File: src/rtl/sb_color_pkg.sv
// -----------------------------------------------------------------------------
// sb_color_pkg
// Shared definitions for the colour-sensor emulator:
//   - filter codes ({S2,S3} and cfg_sel encoding)
//   - frequency-scale codes ({S0,S1}) and their phase-length multipliers
//   - FSM state encodings
// -----------------------------------------------------------------------------
package sb_color_pkg;

   typedef enum logic [1:0] {
      FLT_RED   = 2'b00,
      FLT_BLUE  = 2'b01,
      FLT_CLEAR = 2'b10,
      FLT_GREEN = 2'b11
   } filter_t;

   typedef enum logic [1:0] {
      SCL_OFF    = 2'b00,
      SCL_2PCT   = 2'b01,
      SCL_20PCT  = 2'b10,
      SCL_100PCT = 2'b11
   } scale_t;

   // A lower output-frequency scale stretches every phase by this factor.
   localparam int MULT_2PCT   = 50;
   localparam int MULT_20PCT  = 5;
   localparam int MULT_100PCT = 1;
   localparam int MULT_W      = 6;

   typedef enum logic [1:0] {
      ST_OFF,
      ST_SETTLE,
      ST_LOW,
      ST_HIGH
   } state_t;

   function automatic logic [MULT_W-1:0] scale_mult(input scale_t scale);
      case (scale)
         SCL_2PCT:   return MULT_W'(MULT_2PCT);
         SCL_20PCT:  return MULT_W'(MULT_20PCT);
         SCL_100PCT: return MULT_W'(MULT_100PCT);
         default:    return '0;
      endcase
   endfunction

endpackage

File: src/rtl/sb_color_sensor_emulator_if.sv
// -----------------------------------------------------------------------------
// sb_color_sensor_emulator_if
// Sensor-side bus of the emulated colour sensor.
//   S0,S1     frequency scale select        S2,S3     photodiode filter select
//   oe_n      output enable, active-low     cfg_we    half-period write strobe
//   cfg_sel   register select ({S2,S3} code) cfg_data half-period value
//   OUT       square-wave output            pulse_count  rising edges on OUT
// master = sensor driver / bench, slave = emulator.
// -----------------------------------------------------------------------------
interface sb_color_sensor_emulator_if #(
   parameter int HP_W = 16
) ();

   logic            S0;
   logic            S1;
   logic            S2;
   logic            S3;
   logic            oe_n;
   logic            cfg_we;
   logic [1:0]      cfg_sel;
   logic [HP_W-1:0] cfg_data;
   logic            OUT;
   logic [15:0]     pulse_count;

   modport master (
      output S0, S1, S2, S3, oe_n, cfg_we, cfg_sel, cfg_data,
      input  OUT, pulse_count
   );

   modport slave (
      input  S0, S1, S2, S3, oe_n, cfg_we, cfg_sel, cfg_data,
      output OUT, pulse_count
   );

endinterface

File: src/rtl/sb_phase_timer.sv
// -----------------------------------------------------------------------------
// sb_phase_timer
// Loadable down-counter that times SETTLE and OUT phases.
//   clk_50    clock                      rst       synchronous reset, active-high
//   load      load load_val (wins over en)
//   en        decrement by one, saturating at zero
//   load_val  value to load              zero      counter is at zero
// -----------------------------------------------------------------------------
module sb_phase_timer #(
   parameter int W = 22
) (
   input  logic         clk_50,
   input  logic         rst,
   input  logic         load,
   input  logic         en,
   input  logic [W-1:0] load_val,
   output logic         zero
);

   logic [W-1:0] cnt;

   always_ff @(posedge clk_50) begin
      if (rst) begin
         cnt <= '0;
      end else if (load) begin
         cnt <= load_val;
      end else if (en && (cnt != '0)) begin
         cnt <= cnt - W'(1);
      end
   end

   assign zero = (cnt == '0);

endmodule

File: src/rtl/sb_color_sensor_emulator.sv
// -----------------------------------------------------------------------------
// sb_color_sensor_emulator
// Sensor side of a TCS3200-class colour sensor. Emits a 50% duty square wave on
// OUT whose half-period is hp[filter] * scale multiplier clk_50 cycles, holds OUT
// low for SETTLE cycles after any S0..S3 change, and counts rising edges.
//   clk_50  50 MHz clock
//   rst     synchronous reset, active-high
//   bus     slave side of sb_color_sensor_emulator_if (S0..S3, oe_n, cfg_*,
//           OUT, pulse_count)
// -----------------------------------------------------------------------------
module sb_color_sensor_emulator
   import sb_color_pkg::*;
#(
   parameter int HP_W      = 16,
   parameter int SETTLE    = 64,
   parameter int DEF_RED   = 2000,
   parameter int DEF_BLUE  = 2000,
   parameter int DEF_CLEAR = 1000,
   parameter int DEF_GREEN = 2000
) (
   input  logic                        clk_50,
   input  logic                        rst,
   sb_color_sensor_emulator_if.slave   bus
);

   localparam int CW = HP_W + MULT_W;

   logic [3:0]      s_in;
   logic [3:0]      s_q;
   scale_t          scale_q;
   filter_t         filter_q;
   logic            force_off;
   logic            s_changed;
   logic [HP_W-1:0] hp [4];
   logic [HP_W-1:0] hp_eff;
   logic [CW-1:0]   len;
   state_t          state;
   state_t          state_nxt;
   logic            tmr_load;
   logic            tmr_en;
   logic            tmr_zero;
   logic [CW-1:0]   tmr_val;
   logic            out_d;
   logic            rise;
   logic            out_q;
   logic [15:0]     pulse_q;

   assign s_in      = {bus.S0, bus.S1, bus.S2, bus.S3};
   assign scale_q   = scale_t'(s_q[3:2]);
   assign filter_q  = filter_t'(s_q[1:0]);
   assign force_off = (s_in[3:2] == SCL_OFF) || bus.oe_n;
   assign s_changed = (s_in != s_q);

   // The select register tracks the pins every cycle, reset included, so that
   // leaving reset with stable pins is not mistaken for a select change.
   // NOTE: sequential state uses non-blocking assignments so every flop samples
   // pre-edge values regardless of process evaluation order.
   always_ff @(posedge clk_50) begin
      s_q <= s_in;
   end

   // NOTE: the four half-period registers are reset because they must come up
   // holding the DEF_* values; this is a tiny flop file, not a RAM.
   always_ff @(posedge clk_50) begin
      if (rst) begin
         hp[FLT_RED]   <= HP_W'(DEF_RED);
         hp[FLT_BLUE]  <= HP_W'(DEF_BLUE);
         hp[FLT_CLEAR] <= HP_W'(DEF_CLEAR);
         hp[FLT_GREEN] <= HP_W'(DEF_GREEN);
      end else if (bus.cfg_we) begin
         hp[bus.cfg_sel] <= bus.cfg_data;
      end
   end

   // A write to the active filter in the same cycle as a phase load is bypassed
   // so the freshly written value is the one loaded.
   // NOTE: every always_comb output gets a default first so no path leaves it
   // unassigned and infers a latch.
   always_comb begin
      hp_eff = hp[filter_q];
      if (bus.cfg_we && (bus.cfg_sel == filter_q)) begin
         hp_eff = bus.cfg_data;
      end
   end

   // Full-width product: 16-bit half-period times up to 50 needs 22 bits.
   assign len = CW'(hp_eff) * CW'(scale_mult(scale_q));

   sb_phase_timer #(
      .W (CW)
   ) u_timer (
      .clk_50   (clk_50),
      .rst      (rst),
      .load     (tmr_load),
      .en       (tmr_en),
      .load_val (tmr_val),
      .zero     (tmr_zero)
   );

   // State register.
   always_ff @(posedge clk_50) begin
      if (rst) begin
         state <= ST_OFF;
      end else begin
         state <= state_nxt;
      end
   end

   // Next-state and timer control. Power-down/disable beats a select change,
   // which beats the normal phase sequencing.
   always_comb begin
      state_nxt = state;
      tmr_load  = 1'b0;
      tmr_en    = 1'b0;
      tmr_val   = '0;
      if (force_off) begin
         state_nxt = ST_OFF;
      end else if (s_changed || (state == ST_OFF)) begin
         state_nxt = ST_SETTLE;
         tmr_load  = 1'b1;
         tmr_val   = CW'(SETTLE - 1);
      end else if (!tmr_zero) begin
         tmr_en = 1'b1;
      end else begin
         case (state)
            ST_SETTLE: begin
               // A dark channel parks here with the counter at zero until a
               // non-zero half-period is written.
               if (len != '0) begin
                  state_nxt = ST_LOW;
                  tmr_load  = 1'b1;
                  tmr_val   = len - CW'(1);
               end
            end
            ST_LOW, ST_HIGH: begin
               if (len == '0) begin
                  state_nxt = ST_SETTLE;
                  tmr_load  = 1'b1;
                  tmr_val   = CW'(SETTLE - 1);
               end else begin
                  state_nxt = (state == ST_LOW) ? ST_HIGH : ST_LOW;
                  tmr_load  = 1'b1;
                  tmr_val   = len - CW'(1);
               end
            end
            default: begin
               state_nxt = ST_OFF;
            end
         endcase
      end
   end

   // Output decode: OUT follows the next state so it is driven from a flop.
   always_comb begin
      out_d = (state_nxt == ST_HIGH);
      rise  = out_d && !out_q;
   end

   always_ff @(posedge clk_50) begin
      if (rst) begin
         out_q   <= 1'b0;
         pulse_q <= '0;
      end else begin
         out_q <= out_d;
         if (rise) begin
            pulse_q <= pulse_q + 16'd1;
         end
      end
   end

   assign bus.OUT         = out_q;
   assign bus.pulse_count = pulse_q;

endmodule

File: src/flat_wrapper.sv
// flat-port wrapper written by rule: the top's interface ports become plain ports
module sb_color_sensor_emulator_flat import sb_color_pkg::*;
#(
   parameter int HP_W      = 16,
   parameter int SETTLE    = 64,
   parameter int DEF_RED   = 2000,
   parameter int DEF_BLUE  = 2000,
   parameter int DEF_CLEAR = 1000,
   parameter int DEF_GREEN = 2000
)
  (clk_50, rst, bus_S0, bus_S1, bus_S2, bus_S3, bus_oe_n, bus_cfg_we, bus_cfg_sel, bus_cfg_data, bus_OUT, bus_pulse_count);
  sb_color_sensor_emulator_if #(.HP_W(HP_W)) bus_i ();
  input  logic clk_50;
  input  logic rst;
  input wire logic [$bits(bus_i.S0)-1:0] bus_S0;
  input wire logic [$bits(bus_i.S1)-1:0] bus_S1;
  input wire logic [$bits(bus_i.S2)-1:0] bus_S2;
  input wire logic [$bits(bus_i.S3)-1:0] bus_S3;
  input wire logic [$bits(bus_i.oe_n)-1:0] bus_oe_n;
  input wire logic [$bits(bus_i.cfg_we)-1:0] bus_cfg_we;
  input wire logic [$bits(bus_i.cfg_sel)-1:0] bus_cfg_sel;
  input wire logic [$bits(bus_i.cfg_data)-1:0] bus_cfg_data;
  output wire logic [$bits(bus_i.OUT)-1:0] bus_OUT;
  output wire logic [$bits(bus_i.pulse_count)-1:0] bus_pulse_count;
  assign bus_i.S0 = bus_S0;
  assign bus_i.S1 = bus_S1;
  assign bus_i.S2 = bus_S2;
  assign bus_i.S3 = bus_S3;
  assign bus_i.oe_n = bus_oe_n;
  assign bus_i.cfg_we = bus_cfg_we;
  assign bus_i.cfg_sel = bus_cfg_sel;
  assign bus_i.cfg_data = bus_cfg_data;
  assign bus_OUT = bus_i.OUT;
  assign bus_pulse_count = bus_i.pulse_count;
  sb_color_sensor_emulator #(.HP_W(HP_W), .SETTLE(SETTLE), .DEF_RED(DEF_RED), .DEF_BLUE(DEF_BLUE), .DEF_CLEAR(DEF_CLEAR), .DEF_GREEN(DEF_GREEN)) u_core (.clk_50(clk_50), .rst(rst), .bus(bus_i));
endmodule
File: config.mk
export PLATFORM = sky130hd
export DESIGN_NAME = sb_color_sensor_emulator_flat
export DESIGN_NICKNAME = d
export VERILOG_FILES = /design/src/rtl/sb_color_pkg.sv /design/src/rtl/sb_color_sensor_emulator_if.sv /design/src/rtl/sb_phase_timer.sv /design/src/rtl/sb_color_sensor_emulator.sv /design/src/flat_wrapper.sv
export SDC_FILE = /design/constraint.sdc
export NUM_CORES = 1
export LEC_CHECK = 0
export BUFFER_PORTS_ARGS = -buffer_cell sky130_fd_sc_hd__buf_2
export CORE_UTILIZATION = 40
export CTS_CLUSTER_DIAMETER = 30
export DETAILED_ROUTE_END_ITERATION = 8
export HOLD_SLACK_MARGIN = 0.06
export PLACE_DENSITY = 0.55
export RECOVER_POWER = 50
export SYNTH_ARGS = -nofsm -noshare
export SYNTH_HDL_FRONTEND = slang
export SYNTH_SLANG_ARGS = --single-unit
export TNS_END_PERCENT = 1
File: constraint.sdc
create_clock -name clk_50 -period 14.4 [get_ports clk_50]
set_clock_uncertainty 0.2 [all_clocks]
set_input_delay 3.6 -clock clk_50 [delete_from_list [all_inputs] [get_ports clk_50]]
set_output_delay 3.6 -clock clk_50 [all_outputs]
set_load 0.005 [all_outputs]
## Word level (Yosys, flattened, before mapping)

Memory sizes are Yosys's and may differ from the RTL's. A register that Yosys moved wholly into a read port is not among the register bits.
Cells that the tools add are included.

- Bits in registers: 45
- Bits in latches: 0
- Bits in writable memories: 64
- Memory bits (read-only): 0
- Input port bits: 26
- Output and inout port bits: 17
- Logic and storage cells: 67
- Memories kept: 1

- Add/subtract/negate cells: 3
- Multipliers: 1
- Divide/modulo/power cells: 0
- Magnitude comparators: 0
- Equality and inequality tests: 9
- Shift-type cells: 0
- Multiplexer cells: 33
- Bitwise logic cells: 0
- Reductions and logical operators: 15

Memories:

| memory | depth | width | read ports | clocked after memory_dff | wr ports | RTL line | text |
|---|---|---|---|---|---|---|---|
| u_core.hp | 4 | 16 | 1 | 1 | 4 | sb_color_sensor_emulator.sv:34 | `logic [HP_W-1:0] hp [4];` |

Operator list:

| operator | count |
|---|---|
| two-way mux 22 bit | 7 |
| zero test 22 bit | 2 |
| one-hot mux 22 bit (2 select lines) | 1 |
| nonzero test 22 bit | 2 |
| subtractor 22 x 1 -> 22 bit (second input constant) | 2 |
| two-way mux 16 bit | 2 |
| multiplier 16 x 6 -> 22 bit | 1 |
| one-hot mux 6 bit (3 select lines) | 1 |
| adder 16 x 1 -> 16 bit (second input constant) | 1 |
| OR reduction 16 bit | 1 |
| two-way mux 1 bit | 14 |
| two-way mux 2 bit | 6 |
| equality test 2 bit (second input constant) | 5 |
| equality test 2 x 1 -> 1 bit (second input constant) | 2 |
| zero test 2 bit | 2 |
| inequality test 4 bit | 1 |
| one-hot mux 2 bit (2 select lines) | 1 |
| logical AND 1 bit | 3 |
| equality test 2 bit | 1 |
| logical OR 1 bit | 2 |
| one-hot mux 1 bit (2 select lines) | 1 |
| nonzero test 2 bit | 1 |
| OR reduction 2 bit | 1 |
| zero test 1 bit | 1 |

## Longest topological paths before layout

Gate-level depths: netlist of the first run.

- Depth in word-level cells: 12
- Depth in mapped cells: 24
- Depth with buffers taken out: 20

## Hierarchy

A second synthesis of the first run with hierarchy kept.

- Cells, all modules: 908
- Area total of the unflattened synthesis: 8804.7 um2

Modules (own cells, without submodules):

| module | instances | cells an instance | area each (um2) | sequential area each (um2) |
|---|---|---|---|---|
| sb_color_sensor_emulator | 1 | 750 | 7489.7 | 2382.3 |
| sb_phase_timer | 1 | 158 | 1315.0 | 440.4 |

## Worst setup path after synthesis of the first run

No wires, ideal clock.

- Path kind: input -> register
- Start point: in bus_cfg_sel[1]
- End point: reg u_core.pulse_q[1], in the netlist u_core.bus.pulse_count[1]
- Setup time: 0.128 ns
- Arrival time: 9.053 ns
- Data required time: 14.072 ns
- Slack: 5.019 ns
- Stages: 21
- Buffers on the path: 2
- Path through: xnor2_1 > nand3_1 > clkbuf_1 > mux2_2 > and2_1 > fa_1 > inv_1 > fa_1 > fa_1 > inv_1 > ha_1 > a21oi_1 > o21a_1 > a21oi_1 > or3_1 > a211oi_4 > nand2_2 > o31ai_2 > buf_6 > mux2i_1 > nor2_1

- Longest elaborated chain between the ends: 12
- Elaborated cells between the ends (all ways): 14
- Those cells by class: mul (1); eq/ne (2); mux (7); reduce/logical (4)

Ends and longest elaborated chain:

| item | RTL line | text |
|---|---|---|
| start: declaration | flat_wrapper.sv:21 | `input wire logic [$bits(bus_i.cfg_sel)-1:0] bus_cfg_sel;` |
| equality test 2 bit (*) | sb_color_sensor_emulator.sv:81 | `if (bus.cfg_we && (bus.cfg_sel == filter_q)) begin` |
| logical AND 1 bit (*) | sb_color_sensor_emulator.sv:81 |  |
| two-way mux 16 bit (*) | sb_color_sensor_emulator.sv:81 |  |
| multiplier 16 x 6 -> 22 bit (*) | sb_color_sensor_emulator.sv:87 | `assign len = CW'(hp_eff) * CW'(scale_mult(scale_q));` |
| zero test 22 bit or nonzero test 22 bit (tied branches) | sb_color_sensor_emulator.sv:136, sb_color_sensor_emulator.sv:129 |  |
| two-way mux 2 bit, on equally long branches | sb_color_sensor_emulator.sv:136, sb_color_sensor_emulator.sv:129 |  |
| one-hot mux 2 bit (2 select lines) (*) | sb_color_sensor_emulator.sv:125 | `case (state)` |
| two-way mux 2 bit (*) | sb_color_sensor_emulator.sv:122 | `end else if (!tmr_zero) begin` |
| two-way mux 2 bit (*) | sb_color_sensor_emulator.sv:118 | `end else if (s_changed \|\| (state == ST_OFF)) begin` |
| two-way mux 2 bit (*) | sb_color_sensor_emulator.sv:116 | `if (force_off) begin` |
| equality test 2 bit (*) | sb_color_sensor_emulator.sv:155 | `out_d = (state_nxt == ST_HIGH);` |
| logical AND 1 bit (*) | sb_color_sensor_emulator.sv:156 | `rise = out_d && !out_q;` |
| end signal: assignment | sb_color_sensor_emulator.sv:166 | `pulse_q <= pulse_q + 16'd1;` |
| end: declaration | sb_color_sensor_emulator.sv:46 | `logic [15:0] pulse_q;` |

Mark *: on every way between the ends. The rest lies on a longest branch, timed or not.
A chain may end at the register's enable or synchronous reset.

## Worst setup path in the final report of the first run

- Start point: in bus_cfg_sel[1]
- End point: reg u_core.pulse_q[9], in the netlist u_core.bus.pulse_count[9]

The elaborated chain is that of the path after synthesis.

==> reports/results.ini, run 1 <==
[status]
status=finished, violations left
violations=capacitance limit, slew limit

[yosys]
synth_fa_ha_area_share_pct=15.3
yosysTopAreaCell=edfxtp_1
synth_cells=979
synthTopCellsByArea=edfxtp_1 (21%), dfxtp_1 (9.7%), fa_1 (8.6%)
ys_async_sr_fraction_pct=0
synth_top_area_share_pct=20.7
synthesis.area_um2=9300
synth.most_common_cell=inv_1
synth-edff-count=64
yosys.area_share.simple_pct=23.2
synth_fp_nets=1095
synthTopCellsByCount=inv_1 (99), and2_1 (92), edfxtp_1 (64)
avgSynthCellArea_um2=9.50
yosysWarnings=0
synth_cell_type_count=91
synth_compound_area_share_pct=16.1
ys.flop_type=edfxtp_1
ys_ff_latch=109
yosysSeqAreaShare_pct=30.3
synth.area.mux_share_pct=5.92
synth_top_family_by_area=simple AND/OR/NAND/NOR gates
synth_xor_area_share_pct=2.92

[die]
initial_core_util_pct=41.0
row_count=55
die_x_um=155
die_h_um=155
ios=43
dieArea_um2=23900
core_area_um2=22700

[run]
cap_violations=1

[global_routing]
grt_pass1_wl_um=38900
grt_overflow_total=0
grt_pass1_vias=7148
grt_max_degree=52
antenna_found_initial=0
grtUsageTotal_pct=20.7

[routing]
drcViolationCount=0
drt-initial-drc-count=593
avgRoutedWirePerCell_um=17.8
vias=7176
routed_wl_um=23000
dr.pass1.iters=5
routed_via_density=5.57
ant_nets=0

[setup_path]
critPathMaxFanout=16
cp_data_arrival_time_ns=10.44
crit_type=primary input to flip-flop
crit_chain=buf_2 > xnor2_1 > nand3_1 > mux2_2 > and2_1 > fa_1 > inv_1 > fa_1 > fa_1 > inv_1 > ha_1 > a21oi_1 > o21a_1 > a21oi_1 > or3_1 > a211oi_4 > nand2_2 > o31ai_2 > or4_1 > a21oi_1
reg2reg_setup_slack_ns=6.59
end_kind=flip-flop
path_buf_inv=3
required_ns=14.34
start_kind=primary input
slowest_delay_ns=0.96
reg2regPathDepth=20
timing.rr.end=u_core.bus.pulse_count[9]
r2r-start=u_core.s_q[0]
critPathTopFamily=compound AO/OA/AOI/OAI gates
crit_path_top_delay_cell=o31ai_2

[sta]
period_minus_slack_ns=10.50
slew_viol_final=52
hold_viol=0
rsz0062_at_grt=no
tightest_slew_ns=2.28
finalSetupTns_ns=0
setup_viol=0
finalCritPeriodShare_pct=72.9
slew_headroom_pct=-52.2
clock.fmax_mhz=95.3

[placement]
dp_hpwl_um=17300
port_buffers=42
globalplace.congestion=0.863
place_area_um2=9740

[pwr]
irDropWorstVdd_mv=0.0568
p_per_area_nw_per_um2=112
p_leak_uw=0.00387

[clock_network]
insertion_delay_ns=0.36
cts_sinks=109
clkTransAtPathRegs_ns=0.07
cts_resized=0
root_buffer=clkbuf_16
ctsLongestPathBuffers=2
cts_setup_buffers=0
hold_buffers=0
cts_max_level=3
cts_tree=done
cts_buffers=9

[layout]
nets=1114
final_layout_size_suffix_gt1_share_pct=12.7
stdcell_area_um2=9980
area_growth_pct=7.32
n_antenna_cell=0

[hold_path]
hold_path_class=flip-flop to flip-flop
hold_path_depth=2
holdCritStartpoint=u_core.u_timer.cnt[1]
holdPathEnd=u_core.u_timer.cnt[1]

cell type report:
cell class              count  area, µm²
multi-input cells         729       5910
well taps                 285        357
inverters                  99        372
clock inverters             6       60.1
fillers                  2231      12700
clock buffers              10        229
repair buffers             50        238
flip-flops and latches    109       2820
where the power goes:
group	switching, µW	internal (µW)	total [µW]
sequential	6.13	346	352
clock	122	135	257
combinational	322	187	509
through the flow:
step	hold WS, ns	utilization (%)	cells	power (µW)	worst slack (ns)
after global routing	0.303	44.0	1288	1200	3.39
final	0.280	44.0	1288	1120	3.90
after detailed placement	0.271	42.9	1272	866	3.66
after CTS	0.282	44.2	1288	1120	4.04
after global placement	0.262	42.9	1272	865	3.72
after floorplan	0.249	-	979	753	5.02
cell families (layout without fill, tap and decap cells):
kind of cell	Yosys count	after routing
and+or+nand+nor	364	364
xor gates and xnor gates	31	31
AOI/OAI and AO/OA	211	211
buffers and inverters	141	165
DFF	109	109
muxes	33	33
adders and majority gates	90	90
cells in the final DEF (no fill, tap or decap), types with 8 or more instances in the layout:
master / count
a21o_1: 15
a21oi_1: 50
a22oi_1: 8
and2_0: 15
and2_1: 77
buf_2: 31
clkbuf_1: 17
clkbuf_16: 9
dfxtp_1: 45
edfxtp_1: 64
fa_1: 40
ha_1: 50
inv_1: 99
mux2_2: 16
mux4_2: 16
nand2_1: 44
nand2b_1: 32
nand3_1: 23
nand4_1: 11
nor2_1: 50
nor3_1: 24
o211ai_1: 9
o21a_1: 9
o21ai_0: 38
or2_2: 11
or3_1: 11
or4_1: 11
xnor2_1: 19
xor2_1: 12
sequential cells by signal, indices dropped and copies added, names as in the netlist:
signal                  cells
u_core.s_q                  4
u_core.bus.pulse_count     16
u_core.bus.OUT              1
u_core.state                2
u_core.hp                  64
u_core.u_timer.cnt         22
worst min-delay path: stages (launching register included):
cell     delay, ns
dfxtp_1       0.33
nand2_1       0.06
a21oi_1       0.05
layer usage:
| layer | vias up | GRT usage [%] | routed length, µm |
|---|---|---|---|
| met3 | 18 | 2.24 | 748 |
| met5 | - | 0 | 0 |
| met1 | 3460 | 29.7 | 11400 |
| li1 | 3550 | - | - |
| met2 | 148 | 33.4 | 10600 |
| met4 | 0 | 4.76 | 257 |
how the worst max path moves through the flow:
stage                         startpoint                   endpoint  slack, ns  cells after the start
after global placement    bus_cfg_sel[0]  u_core.bus.pulse_count[1]       3.72                     20
after global routing      bus_cfg_sel[1]  u_core.bus.pulse_count[1]       3.39                     20
after detailed placement  bus_cfg_sel[0]  u_core.bus.pulse_count[1]       3.66                     20
final                     bus_cfg_sel[1]  u_core.bus.pulse_count[9]       3.90                     20
after CTS                 bus_cfg_sel[0]  u_core.bus.pulse_count[1]       4.04                     20
after floorplan           bus_cfg_sel[1]  u_core.bus.pulse_count[1]       5.02                     21
No activity file was read; power rests on OpenSTA's default activity.
==> run 2: changes to the inputs <==
==> constraint.sdc (replaced) <==
create_clock -name clk_50 -period 10.4 [get_ports clk_50]
set_clock_uncertainty 0.2 [all_clocks]
set_input_delay 2.6 -clock clk_50 [delete_from_list [all_inputs] [get_ports clk_50]]
set_output_delay 2.6 -clock clk_50 [all_outputs]
set_load 0.005 [all_outputs]
==> run 2 against run 1 <==
The flow still finishes with violations (capacitance limit, slew limit). Die area unchanged. Clock power is 33% higher. Clock-buffer cell count down 1. Total power up 37%. Final cell count grew 0.23%. Critical endpoint is now u_core.bus.pulse_count[8]. Largest power group unchanged.
==> reports/results.ini, run 2 (synthesis gave the netlist of run 1 again) <==
[status]
status=finished, violations left
violations=capacitance limit, slew limit

[die]
die_x_um=155  ; unchanged
core_area_um2=22700  ; unchanged
dieArea_um2=23900  ; unchanged
initial_core_util_pct=41.0  ; unchanged
ios=43  ; unchanged
die_h_um=155  ; unchanged
row_count=55  ; unchanged

[clock_network]
cts_buffers=9  ; unchanged
cts_max_level=3  ; unchanged
insertion_delay_ns=0.36  ; about the same
ctsLongestPathBuffers=2  ; unchanged
clkTransAtPathRegs_ns=0.07  ; about the same
root_buffer=clkbuf_16
hold_buffers=0  ; unchanged
cts_tree=done
cts_setup_buffers=0  ; unchanged
cts_sinks=109  ; unchanged
cts_resized=0  ; unchanged

[placement]
globalplace.congestion=0.840  ; -2.8%
dp_hpwl_um=17100  ; -0.79%
port_buffers=42  ; unchanged

[routing]
drt-initial-drc-count=504  ; -15%
dr.pass1.iters=5  ; unchanged
routed_wl_um=22800  ; -0.70%
avgRoutedWirePerCell_um=17.7  ; -0.94%
vias=7283  ; +1.5%
drcViolationCount=0  ; unchanged
routed_via_density=5.64  ; +1.3%
ant_nets=0  ; unchanged

[setup_path]
end_kind=flip-flop
crit_chain=buf_2 > xnor2_1 > nand3_1 > buf_4 > mux2_2 > and2_1 > fa_1 > inv_1 > fa_1 > fa_1 > inv_1 > ha_1 > a21oi_2 > o21ai_0 > a2111oi_0 > a221oi_1 > a32oi_2 > nand2_2 > o311ai_2 > or3_2 > a21oi_1
critPathMaxFanout=16  ; unchanged
slowest_delay_ns=0.72  ; -0.24 ns
crit_type=primary input to flip-flop
cp_data_arrival_time_ns=8.71  ; -1.73 ns
cp_common_cell=fa_1
required_ns=10.33  ; -4.01 ns
start_kind=primary input
crit_path_top_delay_cell=o311ai_2

[sta]
slew_viol_final=52  ; unchanged
setup_viol=0  ; unchanged
clock.fmax_mhz=114
finalCritPeriodShare_pct=84.4
slew_headroom_pct=-60.1  ; -7.9 points
hold_viol=0  ; unchanged
fin_hold_ws_ns=0.280  ; +0.000370 ns
finalSetupTns_ns=0  ; unchanged
period_minus_slack_ns=8.77
tightest_slew_ns=2.40  ; +0.118 ns
rsz0062_at_grt=no

[layout]
nets=1117  ; +0.27%
mostFrequentLayoutCells=inv_1 (99), and2_1 (84), edfxtp_1 (64)
area_growth_pct=7.36  ; about the same
final_common_cell=inv_1
final_layout_size_suffix_gt1_share_pct=12.8  ; +0.16 points
fillers=2236  ; +0.22%
largest_register_ffs=64  ; unchanged
largest-register=u_core.hp
n_antenna_cell=0  ; unchanged

[global_routing]
grtUsageTotal_pct=20.5  ; -0.20 points
grt_pass1_wl_um=38500  ; -0.92%
antenna_found_initial=0  ; unchanged
grt_max_degree=52  ; unchanged
grt_pass1_vias=7249  ; +1.4%
grt_overflow_total=0  ; unchanged

[pwr]
power.total_uw=1530  ; +37%
p_leak_uw=0.00386  ; -0.19%
irDropWorstVdd_mv=0.0731  ; +29%
p_per_area_nw_per_um2=153  ; +37%

[run]
cap_violations=1  ; unchanged

[hold_path]
hold_path_class=flip-flop to flip-flop

-- run 2: cell count changes in the layout (fill, tap and decap cells not counted) --
cell / before / now
bufinv_16: 1 / 0
clkinvlp_2: 0 / 1
clkbuf_1: 17 / 19
inv_8: 0 / 1
buf_4: 3 / 6
buf_2: 31 / 28
clkinvlp_4: 0 / 2
and2_1: 77 / 84
clkinv_1: 2 / 1
inv_6: 2 / 1
and2_0: 15 / 8
-- run 2: cell type report --
class                      count  area [µm²]  share of cell area, %
multi-input combinational    729        5910                   59.1
clock buffer                   9         225                   2.26
clock inverter                 7        48.8                  0.489
inverter                      99         372                   3.72
sequential                   109        2820                   28.3
timing repair buffer          53         256                   2.57
tap                          285         357                   3.57
-- run 2: per-stage QoR --
step           setup slack, ns  area, µm²  instances  util [%]
2_1_floorplan             2.02       9300        979         -
3_3_place_gp              1.37       9760       1275      43.0
3_5_place_dp              1.34       9760       1275      43.0
4_1_cts                   1.72      10000       1291      44.2
5_1_grt                   1.03       9990       1291      44.0
6_report                  1.63       9990       1291      44.0
-- run 2: path summary, 6_finish.rpt --
kind	from	endpoint	slack, ns	cells after the start
min reg2reg	u_core.u_timer.cnt[1]	u_core.u_timer.cnt[1]	0.28	2
max	bus_cfg_sel[0]	u_core.bus.pulse_count[8]	1.63	21
min	u_core.u_timer.cnt[1]	u_core.u_timer.cnt[1]	0.28	2
max reg2reg	u_core.s_q[0]	u_core.bus.pulse_count[8]	3.33	21
-- run 2: metal layers --
layer | up-vias | global-route usage (%) | part of all wire [%]
met3 | 25 | 2.89 | 3.3
met4 | 0 | 5.94 | 1.9
li1 | 3552 | - | -
met2 | 136 | 33.1 | 46
met5 | - | 0 | 0
met1 | 3570 | 28.5 | 49
-- run 2: worst max-delay path, delay by kind of cell --
kind / cells / cell delay (ns)
simple gates: 4 / 0.71
fa+ha+maj: 4 / 2.00
compound gates: 7 / 2.36
buf+inv: 4 / 0.48
mux: 1 / 0.41
xor+xnor: 1 / 0.12
-- run 2: report_power, final --
group / total, µW / internal (µW) / switching, µW
logic: 704 / 259 / 445
registers: 487 / 479 / 8.50
clock network: 341 / 164 / 177
